File: src/rtl/charbuf_pkg.sv
// Shared constants, enums and address helpers for the character buffer arbiter.
// Optional clear engine is compiled in with CHARBUF_CLEAR_EN.
package charbuf_pkg;

    localparam int unsigned ADDR_W = 15;
    localparam int unsigned DATA_W = 8;
    localparam int unsigned H_W    = 7;
    localparam int unsigned V_W    = 5;

    localparam logic [H_W-1:0]    COLS       = 7'd70;
    localparam logic [V_W-1:0]    ROWS       = 5'd30;
    localparam logic [DATA_W-1:0] CLEAR_CHAR = 8'h20;

    typedef enum logic {
        SLOT_VGA = 1'b0,
        SLOT_CPU = 1'b1
    } slot_e;

    typedef enum logic {
        CLR_IDLE = 1'b0,
        CLR_RUN  = 1'b1
    } clr_state_e;

    function automatic logic [ADDR_W-1:0] pack_addr(input logic [H_W-1:0] h,
                                                    input logic [V_W-1:0] v);
        return {3'b000, h, v};
    endfunction

    function automatic logic [H_W-1:0] addr_h(input logic [ADDR_W-1:0] a);
        return a[11:5];
    endfunction

    function automatic logic [V_W-1:0] addr_v(input logic [ADDR_W-1:0] a);
        return a[4:0];
    endfunction

    // Visible grid only: upper bits clear, column and row inside the screen.
    function automatic logic addr_in_range(input logic [ADDR_W-1:0] a);
        return (a[14:12] == 3'b000) && (addr_h(a) < COLS) && (addr_v(a) < ROWS);
    endfunction

endpackage

File: src/rtl/charbuf_clear_seq.sv
// Clear-screen sequencer: walks every visible cell (row index inner, column
// outer) writing one blank per enabled slot. Only built with CHARBUF_CLEAR_EN,
// so the default build carries no stray top-level module.
`ifdef CHARBUF_CLEAR_EN
module charbuf_clear_seq
    import charbuf_pkg::*;
(
    input  logic              clk_i,
    input  logic              rst_ni,
    input  logic              en_i,
    input  logic              start_i,
    output logic              busy_o,
    output logic              we_o,
    output logic [ADDR_W-1:0] addr_o,
    output logic              done_o
);

    clr_state_e     state_q, state_d;
    logic [H_W-1:0] h_q, h_d;
    logic [V_W-1:0] v_q, v_d;

    // State and cell counters.
    always_ff @(posedge clk_i) begin
        if (!rst_ni) begin
            state_q <= CLR_IDLE;
            h_q     <= '0;
            v_q     <= '0;
        end else begin
            state_q <= state_d;
            h_q     <= h_d;
            v_q     <= v_d;
        end
    end

    // Next state, counter advance and write strobe.
    always_comb begin
        state_d = state_q;
        h_d     = h_q;
        v_d     = v_q;
        we_o    = 1'b0;
        done_o  = 1'b0;
        case (state_q)
            CLR_IDLE: begin
                h_d = '0;
                v_d = '0;
                if (start_i) begin
                    state_d = CLR_RUN;
                end
            end
            CLR_RUN: begin
                if (en_i) begin
                    we_o = 1'b1;
                    if (v_q == ROWS - 5'd1) begin
                        v_d = '0;
                        if (h_q == COLS - 7'd1) begin
                            h_d     = '0;
                            done_o  = 1'b1;
                            state_d = CLR_IDLE;
                        end else begin
                            h_d = h_q + 7'd1;
                        end
                    end else begin
                        v_d = v_q + 5'd1;
                    end
                end
            end
            default: state_d = CLR_IDLE;
        endcase
    end

    assign busy_o = (state_q == CLR_RUN);
    assign addr_o = pack_addr(h_q, v_q);

endmodule
`endif

File: src/rtl/char_buf_arbiter.sv
// Time-division arbiter for the single-port character buffer RAM: even
// cycles belong to the VGA renderer, odd cycles to the CPU port or the clear
// engine. Define CHARBUF_CLEAR_EN to build the clear-screen engine.
module char_buf_arbiter
    import charbuf_pkg::*;
(
    input  logic              clk_50m,
    input  logic              rst_n,
    input  logic [ADDR_W-1:0] vga_addr,
    output logic [DATA_W-1:0] vga_char,
    input  logic              cpu_valid,
    output logic              cpu_ready,
    input  logic              cpu_we,
    input  logic [ADDR_W-1:0] cpu_addr,
    input  logic [DATA_W-1:0] cpu_wdata,
    output logic [DATA_W-1:0] cpu_rdata,
    output logic              cpu_rvalid,
    input  logic              clear_req,
    output logic              clear_busy,
    output logic [ADDR_W-1:0] ram_addr,
    output logic              ram_we,
    output logic [DATA_W-1:0] ram_wdata,
    input  logic [DATA_W-1:0] ram_rdata
);

    slot_e             phase_q;
    logic              cpu_slot;
    logic              cpu_acc;
    logic              cpu_ok;
    logic              clr_busy;
    logic              clr_we;
    logic [ADDR_W-1:0] clr_addr;

    logic [DATA_W-1:0] vga_char_q;
    logic [DATA_W-1:0] cpu_rdata_q;
    logic              cpu_rvalid_q;
    logic              rd_pend_q;
    logic              rd_oor_q;

    // Slot alternation, VGA slot first after reset.
    always_ff @(posedge clk_50m) begin
        if (!rst_n) begin
            phase_q <= SLOT_VGA;
        end else begin
            phase_q <= (phase_q == SLOT_VGA) ? SLOT_CPU : SLOT_VGA;
        end
    end

    assign cpu_slot = (phase_q == SLOT_CPU);

`ifdef CHARBUF_CLEAR_EN
    logic clr_done_unused;

    charbuf_clear_seq u_clear_seq (
        .clk_i   (clk_50m),
        .rst_ni  (rst_n),
        .en_i    (cpu_slot),
        .start_i (clear_req),
        .busy_o  (clr_busy),
        .we_o    (clr_we),
        .addr_o  (clr_addr),
        .done_o  (clr_done_unused)
    );
`else
    logic unused_clear_req;

    assign unused_clear_req = clear_req;
    assign clr_busy         = 1'b0;
    assign clr_we           = 1'b0;
    assign clr_addr         = '0;
`endif

    // Gated by rst_n so the RAM sees no traffic while reset is held.
    assign cpu_ready  = rst_n & cpu_slot & ~clr_busy;
    assign cpu_acc    = cpu_valid & cpu_ready;
    assign cpu_ok     = addr_in_range(cpu_addr);
    assign clear_busy = clr_busy;

    // RAM port mux: VGA slot, else clear write, else accepted CPU op.
    always_comb begin
        ram_addr  = '0;
        ram_we    = 1'b0;
        ram_wdata = '0;
        if (rst_n) begin
            if (!cpu_slot) begin
                ram_addr = vga_addr;
            end else if (clr_we) begin
                ram_addr  = clr_addr;
                ram_we    = 1'b1;
                ram_wdata = CLEAR_CHAR;
            end else if (cpu_acc) begin
                ram_addr  = cpu_addr;
                ram_we    = cpu_we & cpu_ok;
                ram_wdata = cpu_wdata;
            end
        end
    end

    // Capture read data one cycle after each VGA slot or accepted CPU read.
    always_ff @(posedge clk_50m) begin
        if (!rst_n) begin
            vga_char_q   <= '0;
            cpu_rdata_q  <= '0;
            cpu_rvalid_q <= 1'b0;
            rd_pend_q    <= 1'b0;
            rd_oor_q     <= 1'b0;
        end else begin
            if (cpu_slot) begin
                vga_char_q <= ram_rdata;
            end
            rd_pend_q    <= cpu_acc & ~cpu_we;
            rd_oor_q     <= ~cpu_ok;
            cpu_rvalid_q <= rd_pend_q;
            if (rd_pend_q) begin
                cpu_rdata_q <= rd_oor_q ? '0 : ram_rdata;
            end
        end
    end

    assign vga_char   = vga_char_q;
    assign cpu_rdata  = cpu_rdata_q;
    assign cpu_rvalid = cpu_rvalid_q;

endmodule

File: config.mk
export PLATFORM = sky130hd
export DESIGN_NAME = char_buf_arbiter
export DESIGN_NICKNAME = d
export VERILOG_FILES = /design/src/rtl/charbuf_pkg.sv /design/src/rtl/charbuf_clear_seq.sv /design/src/rtl/char_buf_arbiter.sv
export SDC_FILE = /design/constraint.sdc
export NUM_CORES = 1
export LEC_CHECK = 0
export BUFFER_PORTS_ARGS = -buffer_cell sky130_fd_sc_hd__buf_2
export CORE_MARGIN = 2
export CORE_UTILIZATION = 33
export CTS_CLUSTER_SIZE = 28
export DETAILED_ROUTE_END_ITERATION = 10
export PLACE_DENSITY_LB_ADDON = 0.1
export RECOVER_POWER = 100
export SLEW_MARGIN = 20
export SYNTH_ARGS = -nofsm -noshare
export SYNTH_HDL_FRONTEND = slang
export SYNTH_SLANG_ARGS = --single-unit
File: constraint.sdc
create_clock -name clk_50m -period 1.12 [get_ports clk_50m]
set_input_delay 0.224 -clock clk_50m [delete_from_list [all_inputs] [get_ports clk_50m]]
set_output_delay 0.224 -clock clk_50m [all_outputs]
set_load 0.01 [all_outputs]
==> results of run 1 <==
power breakdown:
part / internal, mW / total [mW] / switching, mW
registers: 0.738 / 0.754 / 0.0156
logic: 0.211 / 0.382 / 0.171
clock network: 0.198 / 0.409 / 0.211
total: 1.15 / 1.54 / 0.398
through the flow:
step | hold slack (ns) | TNS (ns) | instance area [µm²] | util, % | worst slack [ns]
after floorplan | 0.296 | -0.219 | 1010 | - | -0.0191
after global placement | 0.403 | -2.23 | 1530 | 51.5 | -0.212
after detailed placement | 0.406 | -2.35 | 1530 | 51.5 | -0.212
after CTS | 0.0806 | -9.17 | 1610 | 53.9 | -0.423
after global routing | 0.0891 | -10.38 | 1630 | 54.7 | -0.475
final | 0.103 | -8.81 | 1630 | 54.7 | -0.398
synthesized netlist by cell type:
library cell / count
and2_1: 10
nor2_4: 1
nand4_1: 1
nand2b_1: 8
buf_6: 3
mux2i_1: 8
and3_1: 1
a21oi_1: 8
a22o_1: 15
buf_2: 1
o21ai_1: 1
a31oi_1: 1
nor3_1: 1
a211o_1: 1
buf_8: 1
nand2_1: 1
nor2b_1: 1
inv_2: 1
and4b_1: 1
buf_4: 2
nor2_1: 8
dfxtp_1: 20
buf_1: 1
nand3b_1: 8
conb_1: 1
cells by family (layout without fill, tap and decap cells):
family | after synthesis | after routing | synth area share (%)
AO/OA/AOI/OAI | 26 | 26 | 19.1
flip-flops | 20 | 20 | 39.9
buffers and inverters | 9 | 109 | 7.60
AND/OR/NAND/NOR | 41 | 42 | 25.1
other | 1 | 1 | 0.374
multiplexers | 8 | 8 | 7.98
routing by layer:
metal	up-vias	share of wire [%]	global-route usage, %	routed length, µm
li1	576	-	-	-
met1	496	41	18.6	1160
met2	58	51	29.5	1450
met3	2	6.8	1.75	192
met4	0	0.75	5.84	21
met5	-	0	0	0
state kept, by name, indices dropped and copies added (netlist names):
register,flops
rd_pend_q,1
rd_oor_q,1
vga_char,8
cpu_slot,1
cpu_rvalid,1
cpu_rdata,8
worst max-delay path, delay by kind of cell, from the launching register on:
family	cells	cell delay, ns
AO/OA/AOI/OAI	1	0.20
buffers and inverters	2	0.28
flip-flops	1	0.34
AND/OR/NAND/NOR	1	0.18
repair_timing:
action                                  in CTS  in global routing
endpoints found under the setup margin      25                 25
gates cloned                                 1                  0
pin swaps                                    6                  3
setup buffers                                2                  1
resized for setup                            3                  5
final timing paths:
kind                            cells past startpoint                         to  slack [ns]
worst max-delay path                                4               ram_addr[11]       -0.40
worst min-delay path                                2       rd_pend_q$_SDFF_PN0_        0.10
worst max register to register                      4   vga_char[5]$_SDFFE_PN0P_        0.10
worst min register to register                      2  cpu_rdata[5]$_SDFFE_PN0P_        0.47
cell type report:
cell class              count  share of cell area [%]
clock buffers               4                    2.23
inverters                   1                   0.230
multi-input cells          77                    33.9
flip-flops and latches     20                    24.6
well taps                  33                    2.53
repair buffers            104                    36.5
==> impl_metrics.json, run 1 <==
{
  "dr.pass1.iters": 4,
  "crit_type": "register to primary output",
  "drc": 0,
  "rsz0062_at_grt": "yes",
  "crit_path_max_fanout": 8,
  "h-tree-depth": 1,
  "ys_seq_elements": 20,
  "placed_cells": 231,
  "fillCellCount": 284,
  "fin_ws_ns": -0.398,
  "final_common_cell": "buf_2",
  "core_um2": 2980,
  "final_cells": 239,
  "grt_overflow_total": 0,
  "max_stage_delay_ns": 0.34,
  "ff_latch_area_um2": 402,
  "grt_pass1_vias": 1114,
  "synth.distinct_cells": 25,
  "netlist_instances": 105,
  "min_path_type": "input pin to register",
  "drive_gt1_share_pct": 56.8,
  "yosys_warnings": 0,
  "fin_crit_sh_pct": 136,
  "drtIter0Drc": 38,
  "period_needed_ns": 1.52,
  "critPathArrivalTime_ns": 1.29,
  "routed_via_density": 4.74,
  "crit_chain": "and3_4 > buf_12 > a22o_1 > buf_2",
  "port_buffers": 91,
  "vias": 1132,
  "clk_path_buf_depth": 2,
  "die_w_um": 59.1,
  "ctsHoldBuffers": 0,
  "synth_top_area_share_pct": 39.9,
  "grt_antenna_before_repair": 0,
  "grt_pass1_wl_um": 4400,
  "die_height_um": 59.1,
  "boundaryPins": 94,
  "syn_to_final_growth_pct": 62.5,
  "clock-sinks": 20,
  "leakage_nw": 0.874,
  "rows": 20,
  "violations": "negative setup slack",
  "fmax_mhz": 659,
  "regToRegStartpoint": "cpu_slot$_SDFF_PN0_",
  "syn-cell-area_um2": 1000,
  "cp-startpoint": "cpu_slot$_SDFF_PN0_",
  "multi_input_area_um2": 553,
  "power_density_nw_per_um2": 947,
  "cts_tree": "yes",
  "worstSetupStartpointType": "register",
  "clock_latency_ns": 0.29,
  "grt.total_usage_pct": 15.9,
  "diodes": 0,
  "clkTransAtPathRegs_ns": 0.11,
  "yosysSeqAreaShare_pct": 39.9,
  "final_cell_mix": "buf_2, dfxtp_1, a22o_1",
  "place_congestion": 0.708,
  "synth_area_per_cell_um2": 9.56,
  "grt_max_degree": 18,
  "vdd_drop_max_mv": 0.369,
  "end_kind": "primary output",
  "setup_viol": 25,
  "drv_cap": 0,
  "p_total_mw": 1.54,
  "wl_per_cell_um": 11.8,
  "slew_viol_final": 0,
  "cts_root_buffer": "clkbuf_4",
  "slowest_stage": "dfxtp_2",
  "detail-route-antenna-nets": 0,
  "synth_top_area_cell": "dfxtp_1",
  "cts_buffers": 3,
  "worstHoldStart": "cpu_we",
  "initial_core_util_pct": 33.7,
  "syn-num-nets": 156,
  "dieArea_um2": 3500,
  "outcome": "finished, violations left",
  "routed_wl_um": 2820,
  "nNetsFinal": 258,
  "skew_ns": 0.00269,
  "hold_violations": 0,
  "synth.area.top_cells": "dfxtp_1, a22o_1, mux2i_1, and2_1, nand3b_1",
  "hpwl_um": 2170,
  "cp.required_ns": 0.90
}
Power figures use the tool's default switching activity.
==> run 2, diff against run 1 <==
GPL_TIMING_DRIVEN = 0   (was default)
==> impl_metrics.json, run 2 (synthesis results as in run 1) <==
{
  "outcome": "finished, violations left",
  "violations": "negative setup slack",
  "grt_max_degree": 12,
  "drive_gt1_share_pct": 46.6,
  "final_common_cell": "buf_2",
  "clk_path_buf_depth": 2,
  "worstHoldStart": "cpu_we",
  "h-tree-depth": 1,
  "dieArea_um2": 3500,
  "grt_antenna_before_repair": 0,
  "final_util_pct": 53.4,
  "cp-startpoint": "cpu_slot$_SDFF_PN0_",
  "die_height_um": 59.1,
  "drtIter0Drc": 23,
  "placed_cells": 229,
  "p_total_mw": 1.55,
  "core_um2": 2980,
  "crit_chain": "and3_4 > buf_8 > a22o_1 > buf_2",
  "grt_overflow_total": 0,
  "final_cell_mix": "buf_2, clkbuf_1, dfxtp_1",
  "rows": 20,
  "leakage_nw": 0.788,
  "fin_ws_ns": -0.429,
  "slew_viol_final": 0,
  "vias": 1141,
  "routed_wl_um": 2910,
  "grt.total_usage_pct": 16.4,
  "fin_crit_sh_pct": 138,
  "final_cells": 237,
  "hpwl_um": 2310,
  "cts_tree": "yes",
  "design_area_um2": 1590,
  "wl_per_cell_um": 12.3,
  "tns_ns": -9.43,
  "whs_ns": 0.0800,
  "period_needed_ns": 1.55,
  "dp_slack_ns": -0.245,
  "skew_ns": 0.00141,
  "rsz0062_at_grt": "yes",
  "diodes": 0,
  "clock_latency_ns": 0.29,
  "max_stage_delay_ns": 0.35,
  "drv_cap": 0,
  "hold_violations": 0,
  "cts_root_buffer": "clkbuf_4",
  "slowest_stage": "dfxtp_2",
  "crit_path_max_fanout": 10,
  "end_kind": "primary output",
  "regToRegStartpoint": "rd_pend_q$_SDFF_PN0_",
  "crit_type": "register to primary output",
  "path_delay_family": "flip-flops",
  "ctsHoldBuffers": 0,
  "setup_viol": 27,
  "cts_buffers": 3,
  "initial_core_util_pct": 33.7,
  "cp.required_ns": 0.90,
  "detail-route-antenna-nets": 0,
  "min_path_type": "input pin to register",
  "cp.buffers_inverters": 2,
  "grt_pass1_wl_um": 4390,
  "boundaryPins": 94,
  "clock-sinks": 20,
  "syn_to_final_growth_pct": 58.5,
  "critPathArrivalTime_ns": 1.33,
  "port_buffers": 91,
  "placed_area_um2": 1510,
  "clkTransAtPathRegs_ns": 0.11,
  "power_density_nw_per_um2": 976,
  "place_congestion": 0.715,
  "drc": 0,
  "die_w_um": 59.1,
  "routed_via_density": 4.81,
  "vdd_drop_max_mv": 0.349,
  "fmax_mhz": 646,
  "nNetsFinal": 256,
  "dr.pass1.iters": 4,
  "worstSetupStartpointType": "register",
  "grt_pass1_vias": 1082
}
## run 2: cell count changes in the layout (fill, tap and decap cells not counted), moves of 2 or more
cell and change:
clkbuf_1 +18, buf_2 -16, buf_4 -6, and2_1 +2, and2_4 -2, buf_6 +2, buf_8 +2
## run 2: path summary, 6_finish.rpt
check	to	cells past startpoint	slack [ns]
setup / recovery	ram_addr[11]	4	-0.43
hold / removal	rd_pend_q$_SDFF_PN0_	2	0.08
setup reg to reg	cpu_rdata[4]$_SDFFE_PN0P_	3	-0.02
hold reg to reg	cpu_rdata[7]$_SDFFE_PN0P_	2	0.47
## run 2: where the power goes
group,internal (mW),switching (mW)
Sequential,0.738,0.0181
Combinational,0.210,0.170
Clock,0.198,0.219
Total,1.15,0.407
## run 2: per-layer routing
layer	track usage, %	vias to the layer above	routed length, µm
met3	3.28	2	240
met2	31.0	58	1470
met1	17.5	512	1170
met4	6.82	0	24
li1	-	569	-
met5	0	-	0
## run 2: what timing repair did
action	CTS	global route
pin swaps	2	0
hold endpoints to repair	0	0
gates resized for setup	6	10
endpoints found under the setup margin	25	30
buffers inserted	5	2
## run 2: layout make-up
| class | instances | area [µm²] |
|---|---|---|
| inverter | 1 | 3.75 |
| sequential | 20 | 403 |
| tap | 33 | 41.3 |
| multi-input combinational | 76 | 538 |
| timing repair buffer | 96 | 495 |
| buffer | 7 | 72.6 |
| fill | 276 | 1390 |
| clock buffer | 4 | 36.3 |
## run 2: worst reg2reg max path, stage by stage (launching register included)
cell,delay [ns]
dfxtp_2,0.41
clkbuf_1,0.37
nand3b_1,0.13
a21oi_1,0.16
